--- src/rtl/esdi_cmd_sequencer.sv ---
// ESDI serial command/status sequencer.
// Takes 16-bit command words from a small FIFO and shifts each one out to the drive over
// the ESDI command-data / transfer-req / transfer-ack handshake (MSB first, odd parity last).
// A query transaction then shifts in 17 configuration/status bits from the drive. Every
// completed or timed-out transaction posts one response word into a response FIFO.
// Ports:
//   csr_aclk, csr_areset           clock, synchronous active-high reset
//   cmd_valid/ready/data/query/tag command FIFO write side
//   resp_valid/ready/data/tag/...  response FIFO read side (head of FIFO)
//   abort                          pulse: drop current transaction and flush commands
//   busy, cmd_level, irq           status
//   esdi_*                         drive interface, all active low
module esdi_cmd_sequencer #(
  parameter int unsigned DATA_SETUP  = 6,
  parameter int unsigned ACK_TO_NREQ = 6,
  parameter int unsigned BIT_TIMEOUT = 1_000_000,
  parameter int unsigned CMD_DEPTH   = 4,
  parameter int unsigned RESP_DEPTH  = 4,
  parameter int unsigned MAX_RETRIES = 2,
  parameter int unsigned SYNC_STAGES = 2
) (
  input  logic                         csr_aclk,
  input  logic                         csr_areset,
  input  logic                         cmd_valid,
  output logic                         cmd_ready,
  input  logic [15:0]                  cmd_data,
  input  logic                         cmd_query,
  input  logic [3:0]                   cmd_tag,
  output logic                         resp_valid,
  input  logic                         resp_ready,
  output logic [15:0]                  resp_data,
  output logic [3:0]                   resp_tag,
  output logic                         resp_parity_err,
  output logic                         resp_timeout,
  output logic [2:0]                   resp_retries,
  input  logic                         abort,
  output logic                         busy,
  output logic [$clog2(CMD_DEPTH):0]   cmd_level,
  output logic                         irq,
  output logic                         esdi_transfer_req,
  output logic                         esdi_command_data,
  input  logic                         esdi_transfer_ack,
  input  logic                         esdi_confstat_data
);

  localparam int unsigned CAW = $clog2(CMD_DEPTH);
  localparam int unsigned RAW = $clog2(RESP_DEPTH);
  localparam logic [31:0] SetupLast   = 32'(DATA_SETUP - 1);
  localparam logic [31:0] HoldLast    = 32'(ACK_TO_NREQ - 1);
  localparam logic [31:0] TimeoutLast = 32'(BIT_TIMEOUT - 1);
  localparam logic [2:0]  MaxRetries  = 3'(MAX_RETRIES);

  typedef enum logic [2:0] {
    StIdle, StSetup, StWaitAck, StHold, StWaitNack, StRecover, StPost
  } state_e;

  state_e      state_q;
  logic        req_q, dat_q;
  logic [16:0] sh_q, rx_q;
  logic [4:0]  bit_cnt_q;
  logic        read_q, tmo_q;
  logic [2:0]  retry_q;
  logic [20:0] cmd_q;        // {query, tag, data} of the transaction in flight
  logic [31:0] cnt_q;

  logic [SYNC_STAGES-1:0] ack_sync_q, conf_sync_q;
  logic ack_s, conf_s;

  // Command FIFO
  logic [20:0]  cmd_mem [CMD_DEPTH];
  logic [CAW:0] cmd_wptr_q, cmd_rptr_q;
  logic         cmd_empty, cmd_full, cmd_push, cmd_pop;
  logic [20:0]  cmd_head;

  // Response FIFO
  logic [24:0]  resp_mem [RESP_DEPTH];
  logic [RAW:0] resp_wptr_q, resp_rptr_q;
  logic         resp_empty, resp_full, resp_push, resp_pop;
  logic [24:0]  resp_word;
  logic         is_query_ok;

  assign cmd_empty = (cmd_wptr_q == cmd_rptr_q);
  assign cmd_full  = (cmd_wptr_q[CAW] != cmd_rptr_q[CAW]) &&
                     (cmd_wptr_q[CAW-1:0] == cmd_rptr_q[CAW-1:0]);
  assign cmd_ready = !cmd_full;
  assign cmd_push  = cmd_valid && !cmd_full && !abort;
  assign cmd_pop   = (state_q == StIdle) && !cmd_empty && !abort;
  assign cmd_head  = cmd_mem[cmd_rptr_q[CAW-1:0]];
  assign cmd_level = cmd_wptr_q - cmd_rptr_q;

  assign resp_empty = (resp_wptr_q == resp_rptr_q);
  assign resp_full  = (resp_wptr_q[RAW] != resp_rptr_q[RAW]) &&
                      (resp_wptr_q[RAW-1:0] == resp_rptr_q[RAW-1:0]);
  assign resp_valid = !resp_empty;
  assign resp_pop   = resp_valid && resp_ready;
  assign resp_push  = (state_q == StPost) && !resp_full && !abort;
  assign irq        = !resp_empty;
  assign {resp_data, resp_tag, resp_parity_err, resp_timeout, resp_retries} =
      resp_mem[resp_rptr_q[RAW-1:0]];

  // Received word only means something for a query that did not time out.
  assign is_query_ok = cmd_q[20] && !tmo_q;
  assign resp_word   = {is_query_ok ? rx_q[16:1] : 16'h0, cmd_q[19:16],
                        is_query_ok && !(^rx_q), tmo_q, retry_q};

  assign busy              = (state_q != StIdle) || !cmd_empty;
  assign esdi_transfer_req = req_q;
  assign esdi_command_data = dat_q;
  assign ack_s             = ack_sync_q[SYNC_STAGES-1];
  assign conf_s            = conf_sync_q[SYNC_STAGES-1];

  always_ff @(posedge csr_aclk) begin
    if (csr_areset) begin
      ack_sync_q  <= '1;
      conf_sync_q <= '1;
    end else begin
      ack_sync_q  <= {ack_sync_q[SYNC_STAGES-2:0], esdi_transfer_ack};
      conf_sync_q <= {conf_sync_q[SYNC_STAGES-2:0], esdi_confstat_data};
    end
  end

  always_ff @(posedge csr_aclk) begin
    if (csr_areset || abort) begin
      cmd_wptr_q <= '0;
      cmd_rptr_q <= '0;
    end else begin
      if (cmd_push) cmd_wptr_q <= cmd_wptr_q + 1'b1;
      if (cmd_pop)  cmd_rptr_q <= cmd_rptr_q + 1'b1;
    end
  end

  always_ff @(posedge csr_aclk) begin
    if (cmd_push) cmd_mem[cmd_wptr_q[CAW-1:0]] <= {cmd_query, cmd_tag, cmd_data};
  end

  always_ff @(posedge csr_aclk) begin
    if (csr_areset) begin
      resp_wptr_q <= '0;
      resp_rptr_q <= '0;
    end else begin
      if (resp_push) resp_wptr_q <= resp_wptr_q + 1'b1;
      if (resp_pop)  resp_rptr_q <= resp_rptr_q + 1'b1;
    end
  end

  always_ff @(posedge csr_aclk) begin
    if (resp_push) resp_mem[resp_wptr_q[RAW-1:0]] <= resp_word;
  end

  always_ff @(posedge csr_aclk) begin
    if (csr_areset || abort) begin
      state_q   <= StIdle;
      req_q     <= 1'b1;
      dat_q     <= 1'b1;
      cnt_q     <= '0;
      sh_q      <= '0;
      rx_q      <= '0;
      bit_cnt_q <= '0;
      read_q    <= 1'b0;
      tmo_q     <= 1'b0;
      retry_q   <= '0;
      cmd_q     <= '0;
    end else begin
      unique case (state_q)
        StIdle: begin
          req_q <= 1'b1;
          dat_q <= 1'b1;
          if (cmd_pop) begin
            cmd_q     <= cmd_head;
            sh_q      <= {cmd_head[15:0], ~^cmd_head[15:0]};
            rx_q      <= '0;
            bit_cnt_q <= '0;
            read_q    <= 1'b0;
            retry_q   <= '0;
            tmo_q     <= 1'b0;
            cnt_q     <= '0;
            dat_q     <= ~cmd_head[15];
            state_q   <= StSetup;
          end
        end
        StSetup: begin
          if (cnt_q == SetupLast) begin
            req_q   <= 1'b0;
            cnt_q   <= '0;
            state_q <= StWaitAck;
          end else begin
            cnt_q <= cnt_q + 32'd1;
          end
        end
        StWaitAck, StWaitNack: begin
          if ((state_q == StWaitAck) && !ack_s) begin
            if (read_q) rx_q <= {rx_q[15:0], ~conf_s};
            cnt_q   <= '0;
            state_q <= StHold;
          end else if ((state_q == StWaitNack) && ack_s) begin
            cnt_q <= '0;
            if (bit_cnt_q != 5'd16) begin
              bit_cnt_q <= bit_cnt_q + 5'd1;
              sh_q      <= {sh_q[15:0], 1'b0};
              dat_q     <= read_q ? 1'b1 : ~sh_q[15];
              state_q   <= StSetup;
            end else if (cmd_q[20] && !read_q) begin
              read_q    <= 1'b1;
              bit_cnt_q <= '0;
              dat_q     <= 1'b1;
              state_q   <= StSetup;
            end else begin
              dat_q   <= 1'b1;
              state_q <= StPost;
            end
          end else if (cnt_q == TimeoutLast) begin
            req_q <= 1'b1;
            dat_q <= 1'b1;
            cnt_q <= '0;
            if (retry_q < MaxRetries) begin
              retry_q <= retry_q + 3'd1;
              state_q <= StRecover;
            end else begin
              tmo_q   <= 1'b1;
              state_q <= StPost;
            end
          end else begin
            cnt_q <= cnt_q + 32'd1;
          end
        end
        StHold: begin
          if (cnt_q == HoldLast) begin
            req_q   <= 1'b1;
            cnt_q   <= '0;
            state_q <= StWaitNack;
          end else begin
            cnt_q <= cnt_q + 32'd1;
          end
        end
        StRecover: begin
          // Drive must release ack before the whole transaction is replayed from bit 0.
          if (ack_s) begin
            sh_q      <= {cmd_q[15:0], ~^cmd_q[15:0]};
            rx_q      <= '0;
            bit_cnt_q <= '0;
            read_q    <= 1'b0;
            cnt_q     <= '0;
            dat_q     <= ~cmd_q[15];
            state_q   <= StSetup;
          end else if (cnt_q == TimeoutLast) begin
            // Ack stuck low: give up rather than retry into a wedged drive.
            tmo_q   <= 1'b1;
            state_q <= StPost;
          end else begin
            cnt_q <= cnt_q + 32'd1;
          end
        end
        StPost: begin
          req_q <= 1'b1;
          dat_q <= 1'b1;
          if (!resp_full) state_q <= StIdle;
        end
        default: state_q <= StIdle;
      endcase
    end
  end

endmodule

--- config.mk ---
export PLATFORM = sky130hd
export DESIGN_NAME = esdi_cmd_sequencer
export DESIGN_NICKNAME = d
export VERILOG_FILES = /design/src/rtl/esdi_cmd_sequencer.sv
export SDC_FILE = /design/constraint.sdc
export NUM_CORES = 1
export LEC_CHECK = 0
export BUFFER_PORTS_ARGS = -buffer_cell sky130_fd_sc_hd__buf_2
export CORE_MARGIN = 2
export CORE_UTILIZATION = 35
export DETAILED_ROUTE_END_ITERATION = 8
export GPL_TIMING_DRIVEN = 0
export PLACE_DENSITY = 0.54
export SETUP_SLACK_MARGIN = 0.4
export SLEW_MARGIN = 20
export SYNTH_ARGS = -nofsm -noshare
export SYNTH_HDL_FRONTEND = slang
export SYNTH_SLANG_ARGS = --single-unit
--- constraint.sdc ---
create_clock -name csr_aclk -period 7.3 [get_ports csr_aclk]
set_clock_uncertainty 0.05 [all_clocks]
set_input_delay 0.365 -clock csr_aclk [delete_from_list [all_inputs] [get_ports csr_aclk]]
set_output_delay 0.365 -clock csr_aclk [all_outputs]
set_load 0.05 [all_outputs]
==> impl_metrics.ini, run 1 <==
[detailed_routing]
drc = 0
firstDrtPassIters = 4
vias_per_cell = 5.125
num_vias = 8220
ant_nets = 0
drtIter0Drc = 523
wl_per_cell_microns = 17.69
wirelength_mm = 28.37

[synthesis]
ys_async_sr_fraction_pct = 0
ys_seq_elements = 305
synth_enable_flop_cells = 184
synth_adder_area_share_pct = 1.791
synth_xor_area_share_pct = 6.259
synth.avg_cell_area_sq_um = 12.89
ys.flop_type = edfxtp_1
synth_cell_types = 70
yosysWarnings = 0
ys_seq_area_share_pct = 61.17
synth.area.mux_share_pct = 9.389
synth_nets = 1054
synth_area_sq_um = 12990
synth_compound_area_share_pct = 7.732
syn_inst = 1008
synth_top_family_by_area = simple AND/OR/NAND/NOR gates
yosys.area_share.simple_pct = 11.32

[final_layout]
area_growth_pct = 16.04
drive_gt1_share_pct = 18.13
fin_nets = 1158
final_cell_mix = edfxtp_1, dfxtp_1, nor2_1
utilization_pct = 41.19
final_common_cell = edfxtp_1
n_antenna_cell = 0
multi_input_area_sq_um = 4758
design_area_sq_um = 15080
fillers = 3469
register_area_sq_um = 7948

[flow_run]
cap_viol_max_count = 0

[cts]
cts_resized = 0
post_cts_buffers = 0
path_clk_slew_ns = 0.06
ctsHoldBuffers = 6
cts_tree = done
numCtsBuffers = 34
worstSkewPairLatency_ns = 0.51
cts_root_buf = clkbuf_16
clock_sinks = 305
htree_levels = 2
clock_path_buffers = 3

[worst_hold_path]
holdPathEnd = cmd_mem[1][15]$_DFFE_PP_
hp-class = input port to flop
min_from = cmd_data[15]
hold_depth = 1

[critical_path]
start_kind = flop
worst_r2r_endpoint = cnt_q[7]$_SDFFE_PP0P_
worstPathArrival_ns = 2.86
required_ns = 6.88
cp-end-kind = output port
crit_type = flop to output port
r2r_setup_slack_ns = 4.60
reg2reg_depth = 8
path_max_fanout = 10
timing.rr.start = cnt_q[0]$_SDFFE_PP0P_

[timing]
worst_slack_ns = 4.024
holdWs_ns = 0.01930
post-route-min-period_ns = 3.276
setup_viol = 0
finalHoldViolCount = 0
tightest_slew_ns = 0.8962
relSlewSlack_pct = 40.25
rsz0062_at_grt = false
slew_viol_final = 0
fin_setup_tns_ns = 0
max_freq_mhz = 305.3
finalCritPeriodShare_pct = 44.87

[run_status]
status = complete, no violations

[die]
num_io_pins = 62
core-area_sq_um = 36610
die_y_microns = 196.7
die_width_microns = 196.7
rows = 70
die-area_sq_um = 38680
start_util_pct = 35.49

[global_routing]
first_global_vias = 8209
antenna_found_initial = 0
grt_pass1_wl_mm = 45.46
track_usage_pct = 14.96
gr-total-overflow = 0
grt_max_degree = 27

[power]
seq_power_share_pct = 47.8
ir_drop_mv = 0.2200
switchingPower_uw = 902.6
p_sw_share_pct = 23.29
power_density_nw_per_um2 = 257.0
intPower_mw = 2.973
comb_power_share_pct = 8.7
clock_power_share_pct = 43.5
leakagePower_nw = 4.987

[placement]
port_buffers = 61
dpl-instance-area_sq_um = 13910
gp_congestion = 0.9137
dp_hpwl_mm = 18.99
dp_slack_ns = 4.419
[routing by layer]
layer	vias to the layer above	routed length [microns]	GRT usage [%]	share of wire, %
met4	0	661	4.511	2.3
li1	3936	-	-	-
met5	-	0	0	0
met3	53	1295	2.960	4.6
met2	186	12790	23.64	45
met1	4045	13620	20.92	48
[worst max-delay path by stage]
stage                                      startpoint                         to  slack, ns  cells after the start
after global routing                             flop               resp_data[6]       3.80                      4
after CTS                                        flop               resp_data[6]       3.90                      4
after floorplan            cmd_wptr_q[0]$_SDFFE_PP0P_    cmd_mem[3][0]$_DFFE_PP_       4.75                      6
after detailed placement  resp_wptr_q[0]$_SDFFE_PP0P_  resp_mem[1][22]$_DFFE_PP_       4.42                      4
final                                            flop               resp_data[6]       4.02                      4
after global placement    resp_wptr_q[0]$_SDFFE_PP0P_  resp_mem[3][18]$_DFFE_PP_       3.98                      4
[Yosys cell counts, types with 8 or more instances]
cell type,n,area [sq um]
edfxtp_1,184,5525
and3_1,8,50.05
dfxtp_1,121,2422
nor4_1,13,81.33
o21ai_0,16,80.08
o22ai_1,27,168.9
nand2_1,62,232.7
mux2i_1,18,180.2
and2_1,26,162.7
clkbuf_1,29,108.9
nand4_1,11,68.82
a211oi_1,15,112.6
nand3_1,31,155.2
a21oi_1,56,280.3
inv_1,15,56.30
nor2_1,104,390.4
ha_1,17,212.7
buf_2,11,55.05
nor3_1,17,85.08
mux4_2,45,1013
xnor2_1,63,551.8
xor2_1,28,245.2
[logic make-up (layout without fill, tap and decap cells)]
logic type / count (synthesis) / after routing
flip-flops: 305 / 305
AND/OR/NAND/NOR: 302 / 302
AO/OA/AOI/OAI: 158 / 158
XOR/XNOR: 92 / 92
buffers and inverters: 69 / 197
multiplexers: 64 / 64
adder cells (fa/ha/maj): 18 / 18
[area by class of cell]
type	count	area share, %
tap	468	3.884
clock buffer	40	5.933
sequential	305	52.71
multi-input combinational	634	31.56
buffer	51	1.568
timing repair buffer	68	2.556
inverter	18	0.4481
clock inverter	20	1.344
[sequential cells by signal (all words and copies together), names as in the netlist, named ones only]
name               count
resp_mem             100
cmd_mem               84
cnt_q                 32
cmd_q                 21
rx_q                  17
sh_q                  16
bit_cnt_q              5
cmd_rptr_q             3
cmd_wptr_q             3
resp_rptr_q            3
resp_wptr_q            3
retry_q                3
state_q                3
ack_sync_q             2
conf_sync_q            2
esdi_command_data      1
esdi_transfer_req      1
read_q                 1
tmo_q                  1
[power groups by stage]
stage          Sequential, mW  Combinational [mW]  Clock, mW
6_report                 1.85               0.336       1.69
3_3_place_gp             1.89               0.331          0
4_1_cts                  1.85               0.336       1.73
2_1_floorplan            1.89               0.236          0
3_5_place_dp             1.89               0.333          0
5_1_grt                  1.85               0.369       1.80
[per-stage QoR]
step | power, mW | instances
after floorplan | 2.121 | 1008
after global placement | 2.219 | 1537
after detailed placement | 2.222 | 1538
after CTS | 3.923 | 1604
after global routing | 4.024 | 1604
final | 3.876 | 1604
[worst max-delay path, stage by stage (launching register included)]
cell	delay (ns)
dfxtp_1	0.32
clkbuf_1	0.44
buf_1	0.73
mux4_2	0.62
buf_2	0.23
No activity file was read; power rests on OpenSTA's default activity.
==> run 2: changes to the inputs <==
--- a/config.mk
+++ b/config.mk
@@ -5,6 +5,7 @@
 export SDC_FILE = /design/constraint.sdc
 export NUM_CORES = 1
 export LEC_CHECK = 0
+export ABC_AREA = 1
 export BUFFER_PORTS_ARGS = -buffer_cell sky130_fd_sc_hd__buf_2
 export CORE_MARGIN = 2
 export CORE_UTILIZATION = 35
==> constraint.sdc (replaced) <==
create_clock -name csr_aclk -period 3.4 [get_ports csr_aclk]
set_clock_uncertainty 0.05 [all_clocks]
set_input_delay 0.17 -clock csr_aclk [delete_from_list [all_inputs] [get_ports csr_aclk]]
set_output_delay 0.17 -clock csr_aclk [all_outputs]
set_load 0.05 [all_outputs]
==> run 2 against run 1 <==
Worst hold slack improved by 0.099 ns. Sequential share of layout area decreased by 5.6 points. Critical path depth increased by 1. Register-to-register slack got worse by 3.8 ns. Final cell count increased by 41%. Clock-buffer cell count increased by 8. Synthesized cell count increased by 56%. First-iteration DRC count increased by 27%. Critical path type is now flop to flop.
==> impl_metrics.ini, run 2 <==
[global_routing]
grt_max_degree = 22
grt_pass1_wl_mm = 58.10
gr-total-overflow = 0
first_global_vias = 10820
antenna_found_initial = 0
track_usage_pct = 17.53

[timing]
finalHoldViolCount = 0
holdWs_ns = 0.1178
finalCritPeriodShare_pct = 77.82
slew_viol_final = 0
rsz0062_at_grt = false
setup_viol = 0
max_freq_mhz = 377.9
post-route-min-period_ns = 2.646
tightest_slew_ns = 0.7402
relSlewSlack_pct = 50.54

[critical_path]
critPathSlowestCell = nor2_4
path_cells = inv_1, ha_1, nand3b_1, nand3_1, nor2_4
path_max_fanout = 21
r2r_setup_slack_ns = 0.75
reg2reg_depth = 5
path_buf_inv = 1
cpPeakStageDelay_ns = 0.71
worstPathArrival_ns = 2.75
timing.rr.start = cmd_wptr_q[0]$_SDFFE_PP0P_
start_kind = flop
worst_path_dominant_cell_family = simple AND/OR/NAND/NOR gates
cp-end-kind = flop
crit_type = flop to flop
worst_r2r_endpoint = cmd_mem[2][12]$_DFFE_PP_
required_ns = 3.51

[final_layout]
fin_nets = 1755
utilization_pct = 41.64
design_area_sq_um = 16890
final_cell_mix = nand2_1, edfxtp_1, nor2_1
n_antenna_cell = 0
area_growth_pct = 18.04
drive_gt1_share_pct = 13.54
fillers = 3999
largest_register_ffs = 100
final_cell_count_no_fill = 2267
final_common_cell = nand2_1

[worst_hold_path]
hp-class = input port to flop
holdPathEnd = cnt_q[14]$_SDFFE_PP0P_
min_from = abort
hold_depth = 4

[cts]
numCtsBuffers = 36
htree_levels = 2
cts_root_buf = clkbuf_16
cts_resized = 0
post_cts_buffers = 0
path_clk_slew_ns = 0.06
cts_tree = done
clock_path_buffers = 3
clock_sinks = 305
worstSkewPairLatency_ns = 0.54

[synthesis]
synth_area_sq_um = 14310
synth_common_cells = nand2_1, edfxtp_1, nor2_1
yosysWarnings = 0
synth_nets = 1622
synth_most_common_cell = nand2_1
synthTopCellsByArea = edfxtp_1, dfxtp_1, nand2_1
yosysTopAreaCellShare_pct = 38.62
ys_seq_area_share_pct = 55.55
yosys.area.top_type = edfxtp_1
synth_enable_flop_cells = 184
syn_inst = 1576
ys.flop_type = edfxtp_1
synth.avg_cell_area_sq_um = 9.078
ys_seq_elements = 305
synth_cell_types = 50
ys_async_sr_fraction_pct = 0

[placement]
gp_congestion = 0.8924
port_buffers = 61
dp_hpwl_mm = 25.67
place_inst = 2175
dpl-instance-area_sq_um = 15490

[power]
p_sw_share_pct = 38.58
power_density_nw_per_um2 = 745.7
ir_drop_mv = 0.4190
intPower_mw = 7.735
switchingPower_mw = 4.859
seq_power_share_pct = 35.0
comb_power_share_pct = 35.7
leakagePower_nw = 6.066
clock_power_share_pct = 29.3

[die]
die_width_microns = 206.2
core-area_sq_um = 40550
start_util_pct = 35.28
rows = 74
num_io_pins = 62
die_y_microns = 206.2
die-area_sq_um = 42510

[detailed_routing]
vias_per_cell = 4.908
drc = 0
ant_nets = 0
wl_per_cell_microns = 16.05
firstDrtPassIters = 5
wirelength_mm = 36.40
drtIter0Drc = 662
num_vias = 11130

[flow_run]
cap_viol_max_count = 0

[run_status]
status = complete, no violations
## run 2: cell types whose count changed in the layout (fill, tap and decap cells not counted), moves of 19 or more
| cell | delta |
|---|---|
| nor2_4 | +19 |
| a21oi_1 | +38 |
| nand3_1 | +54 |
| dlygate4sd3_1 | +22 |
| mux4_2 | -45 |
| nor2_1 | +71 |
| nand2_1 | +288 |
| xnor2_1 | -33 |
| inv_1 | +108 |
| o21ai_0 | +98 |
## run 2: timing repair
| action | CTS | global route |
|---|---|---|
| hold buffers | 28 | 0 |
| endpoints found under the hold margin | 94 | 0 |
| setup endpoints to repair | 0 | 0 |
## run 2: area by class of cell
type | instances | area (sq um) | area share, %
sequential | 305 | 7948 | 47.06
inverter | 136 | 513.0 | 3.038
clock inverter | 16 | 142.6 | 0.8446
tap | 532 | 665.6 | 3.942
multi-input combinational | 1069 | 5592 | 33.11
timing repair buffer | 95 | 735.7 | 4.357
clock buffer | 48 | 977.2 | 5.786
buffer | 66 | 314.1 | 1.860
## run 2: worst max path at each step
stage	startpoint	to	slack, ns	cells past startpoint
6_report	cmd_wptr_q[0]$_SDFFE_PP0P_	cmd_mem[2][12]$_DFFE_PP_	0.75	5
5_1_grt	cmd_wptr_q[0]$_SDFFE_PP0P_	cmd_mem[2][12]$_DFFE_PP_	0.56	5
4_1_cts	flop	resp_tag[0]	0.71	5
3_3_place_gp	resp_rptr_q[0]$_SDFFE_PP0P_	resp_wptr_q[2]$_SDFFE_PP0P_	-0.36	7
3_5_place_dp	cmd_wptr_q[0]$_SDFFE_PP0P_	cmd_mem[2][12]$_DFFE_PP_	0.72	5
2_1_floorplan	cmd_wptr_q[0]$_SDFFE_PP0P_	cmd_mem[3][0]$_DFFE_PP_	0.42	5
## run 2: logic make-up (layout without fill, tap and decap cells)
| logic type | Yosys count | in the layout | share of synthesized area, % |
|---|---|---|---|
| AOI/OAI and AO/OA | 284 | 284 | 11.69 |
| adders and majority gates | 18 | 18 | 1.627 |
| DFF | 305 | 305 | 55.55 |
| and+or+nand+nor | 718 | 718 | 22.29 |
| xor gates and xnor gates | 49 | 49 | 3.052 |
| buffers and inverters | 202 | 361 | 5.781 |
## run 2: metrics by stage
step / setup TNS [ns] / power [mW] / setup WS [ns]
4_1_cts: 0 / 12.72 / 0.7051
5_1_grt: 0 / 13.35 / 0.5618
2_1_floorplan: 0 / 7.791 / 0.4162
3_5_place_dp: 0 / 8.957 / 0.7242
3_3_place_gp: -29.24 / 8.896 / -0.3599
6_report: 0 / 12.59 / 0.7541
## run 2: layer usage
layer  GRT usage, %  routed length (microns)
met5              0                        0
met4          6.071                     1050
met3          3.201                     1779
met2          29.11                    16890
met1          22.97                    16670
## run 2: worst register-to-register path, stage by stage (launching register included)
cell and delay [ns]:
dfxtp_1 0.37, inv_1 0.12, ha_1 0.37, nand3b_1 0.24
nand3_1 0.39, nor2_4 0.71
## run 2: power by group through the flow
stage          logic [mW]  registers [mW]  clock network [mW]
2_1_floorplan        3.35            4.44                   0
3_3_place_gp         4.43            4.47                   0
3_5_place_dp         4.48            4.48                   0
4_1_cts              4.52            4.40                3.79
5_1_grt              4.98            4.43                3.94
6_report             4.50            4.40                3.69
==> run 3: changes to the inputs <==
--- a/config.mk
+++ b/config.mk
@@ -5,13 +5,13 @@
 export SDC_FILE = /design/constraint.sdc
 export NUM_CORES = 1
 export LEC_CHECK = 0
-export ABC_AREA = 1
+export ABC_AREA = 0
 export BUFFER_PORTS_ARGS = -buffer_cell sky130_fd_sc_hd__buf_2
 export CORE_MARGIN = 2
 export CORE_UTILIZATION = 35
 export DETAILED_ROUTE_END_ITERATION = 8
 export GPL_TIMING_DRIVEN = 0
-export PLACE_DENSITY = 0.54
+export PLACE_DENSITY = 0.56
 export SETUP_SLACK_MARGIN = 0.4
 export SLEW_MARGIN = 20
 export SYNTH_ARGS = -nofsm -noshare
==> constraint.sdc (replaced) <==
create_clock -name csr_aclk -period 2.3 [get_ports csr_aclk]
set_clock_uncertainty 0.05 [all_clocks]
set_input_delay 0.115 -clock csr_aclk [delete_from_list [all_inputs] [get_ports csr_aclk]]
set_output_delay 0.115 -clock csr_aclk [all_outputs]
set_load 0.05 [all_outputs]
==> run 3 against run 2 <==
The flow now finishes with violations (setup timing). Die area fell by 9.0%. Sequential share of layout area down 2.9 points. Via count fell by 18%. Clock-buffer cell count down 6. Power grew 6.9%. Final area grew 7.3%. Global-route usage shrank 0.069 points. Clock power rose by 57%. Core utilization rose by 7.8 points. Largest cell class unchanged.
==> impl_metrics.ini, run 3 (synthesis results as in run 1) <==
[final_layout]
fin_nets = 1310
n_antenna_cell = 0
drive_gt1_share_pct = 40.23
utilization_pct = 49.49
design_area_sq_um = 18120
area_growth_pct = 39.43
final_common_cell = edfxtp_1
final_cell_mix = edfxtp_1, dfxtp_1, nor2_1
final_cell_count_no_fill = 1758
largest_register_ffs = 100

[timing]
post-route-min-period_ns = 2.370
fin_setup_tns_ns = -0.06970
relSlewSlack_pct = 57.69
setup_viol = 1
rsz0062_at_grt = true
slew_viol_final = 0
finalCritPeriodShare_pct = 103.0
max_freq_mhz = 422.0
tightest_slew_ns = 0.6346
worst_slack_ns = -0.06970
finalHoldViolCount = 0

[placement]
dpl-instance-area_sq_um = 14080
gp_congestion = 0.9089
dp_slack_ns = -0.3017
place_inst = 1537
dp_hpwl_mm = 19.24
port_buffers = 61

[cts]
clock_path_buffers = 3
htree_levels = 2
numCtsBuffers = 34
cts_root_buf = clkbuf_16
cts_tree = done
clock_sinks = 305
worstSkewPairLatency_ns = 0.51
path_clk_slew_ns = 0.06

[global_routing]
antenna_found_initial = 0
grt_max_degree = 22
track_usage_pct = 17.46
first_global_vias = 9145
top_usage_layer = met2
grt_pass1_wl_mm = 52.16
gr-total-overflow = 0
met3_usage_pct = 3.166
globalRouteMet1Util_pct = 23.02
grt_use_met2_pct = 29.31

[critical_path]
cp-end-kind = flop
reg2reg_depth = 9
required_ns = 2.68
crit_type = flop to flop
r2r_setup_slack_ns = -0.07
start_kind = flop
path_max_fanout = 5
worstPathArrival_ns = 2.75
worst_r2r_endpoint = sh_q[0]$_SDFFE_PP0P_
cp-endpoint = sh_q[0]$_SDFFE_PP0P_

[detailed_routing]
ant_nets = 0
num_vias = 9163
wl_per_cell_microns = 19.66
firstDrtPassIters = 5
wirelength_mm = 34.57
drtIter0Drc = 531
drc = 0
vias_per_cell = 5.212

[power]
intPower_mw = 10.29
clock_power_share_pct = 43.1
ir_drop_mv = 0.6713
power_density_nw_per_um2 = 742.8
comb_power_share_pct = 13.2
leakagePower_nw = 6.284
switchingPower_mw = 3.167
p_sw_share_pct = 23.53
seq_power_share_pct = 43.7

[die]
num_io_pins = 62
die_width_microns = 196.7
die_y_microns = 196.7
core-area_sq_um = 36610
start_util_pct = 35.49
die-area_sq_um = 38680
rows = 70

[run_status]
violations = setup timing
status = complete, but fails checks

[flow_run]
cap_viol_max_count = 0

[worst_hold_path]
hp-class = input port to flop
==> run 3: cell count changes in the layout (fill, tap and decap cells not counted), sizes merged, moves of 46 or more <==
cell | before | now
o21ai | 117 | 22
nand3 | 93 | 31
inv | 137 | 17
nand2 | 360 | 62
mux4 | 0 | 46
buf | 95 | 196
nor2 | 204 | 104
and2 | 1 | 49
==> run 3: worst min-delay path by stage <==
stage               cells past startpoint  slack (ns)                     endpoint         startpoint
detailed placement                      2        0.28     ack_sync_q[0]$_SDFF_PP1_  esdi_transfer_ack
floorplan                               0        0.16      cmd_mem[0][0]$_DFFE_PP_        cmd_data[0]
CTS                                     3        0.13  resp_wptr_q[0]$_SDFFE_PP0P_         csr_areset
finish                                  3        0.12  resp_wptr_q[0]$_SDFFE_PP0P_         csr_areset
global route                            3        0.14                         flop         csr_areset
global placement                        1        0.28      cmd_mem[2][4]$_DFFE_PP_        cmd_data[4]
==> run 3: final cells by class <==
type,instances,area [sq um]
flip-flops and latches,305,8009
well taps,468,585.6
clock buffers,42,954.7
plain buffers,51,451.7
fillers,3152,18490
clock inverters,20,244.0
multi-input cells,657,5827
repair buffers,197,1974
inverters,18,71.32
==> run 3: what timing repair did <==
item,CTS,global route
resized for setup,299,105
cloned,29,5
endpoints found under the hold margin,95,0
pin swaps,57,35
endpoints found under the setup margin,310,305
hold buffers,27,0
setup buffers,69,29
==> run 3: per-layer routing <==
layer	share of wire, %	vias to the layer above
met2	49	287
li1	-	4270
met1	43	4554
met3	5.9	52
met5	0	-
met4	2.2	0
==> run 3: critical path: stages, from the launching register on <==
cell	delay [ns]
dfxtp_4	0.41
buf_12	0.13
buf_16	0.11
mux4_2	0.56
xnor2_2	0.20
xnor2_1	0.15
xnor2_1	0.16
xnor2_1	0.18
o21ai_1	0.11
a221oi_2	0.21
==> run 3: stage by stage <==
step | hold slack, ns | power, mW
floorplan | 0.1639 | 6.783
global placement | 0.2792 | 7.096
detailed placement | 0.2831 | 7.099
CTS | 0.1311 | 13.37
global route | 0.1430 | 13.92
finish | 0.1204 | 13.46
==> run 3: power groups by stage <==
stage	Combinational, mW	Clock [mW]	Sequential, mW
2_1_floorplan	0.799	0	5.98
3_3_place_gp	1.10	0	5.99
3_5_place_dp	1.10	0	6.00
4_1_cts	1.56	5.93	5.88
5_1_grt	1.88	6.15	5.88
6_report	1.78	5.80	5.88
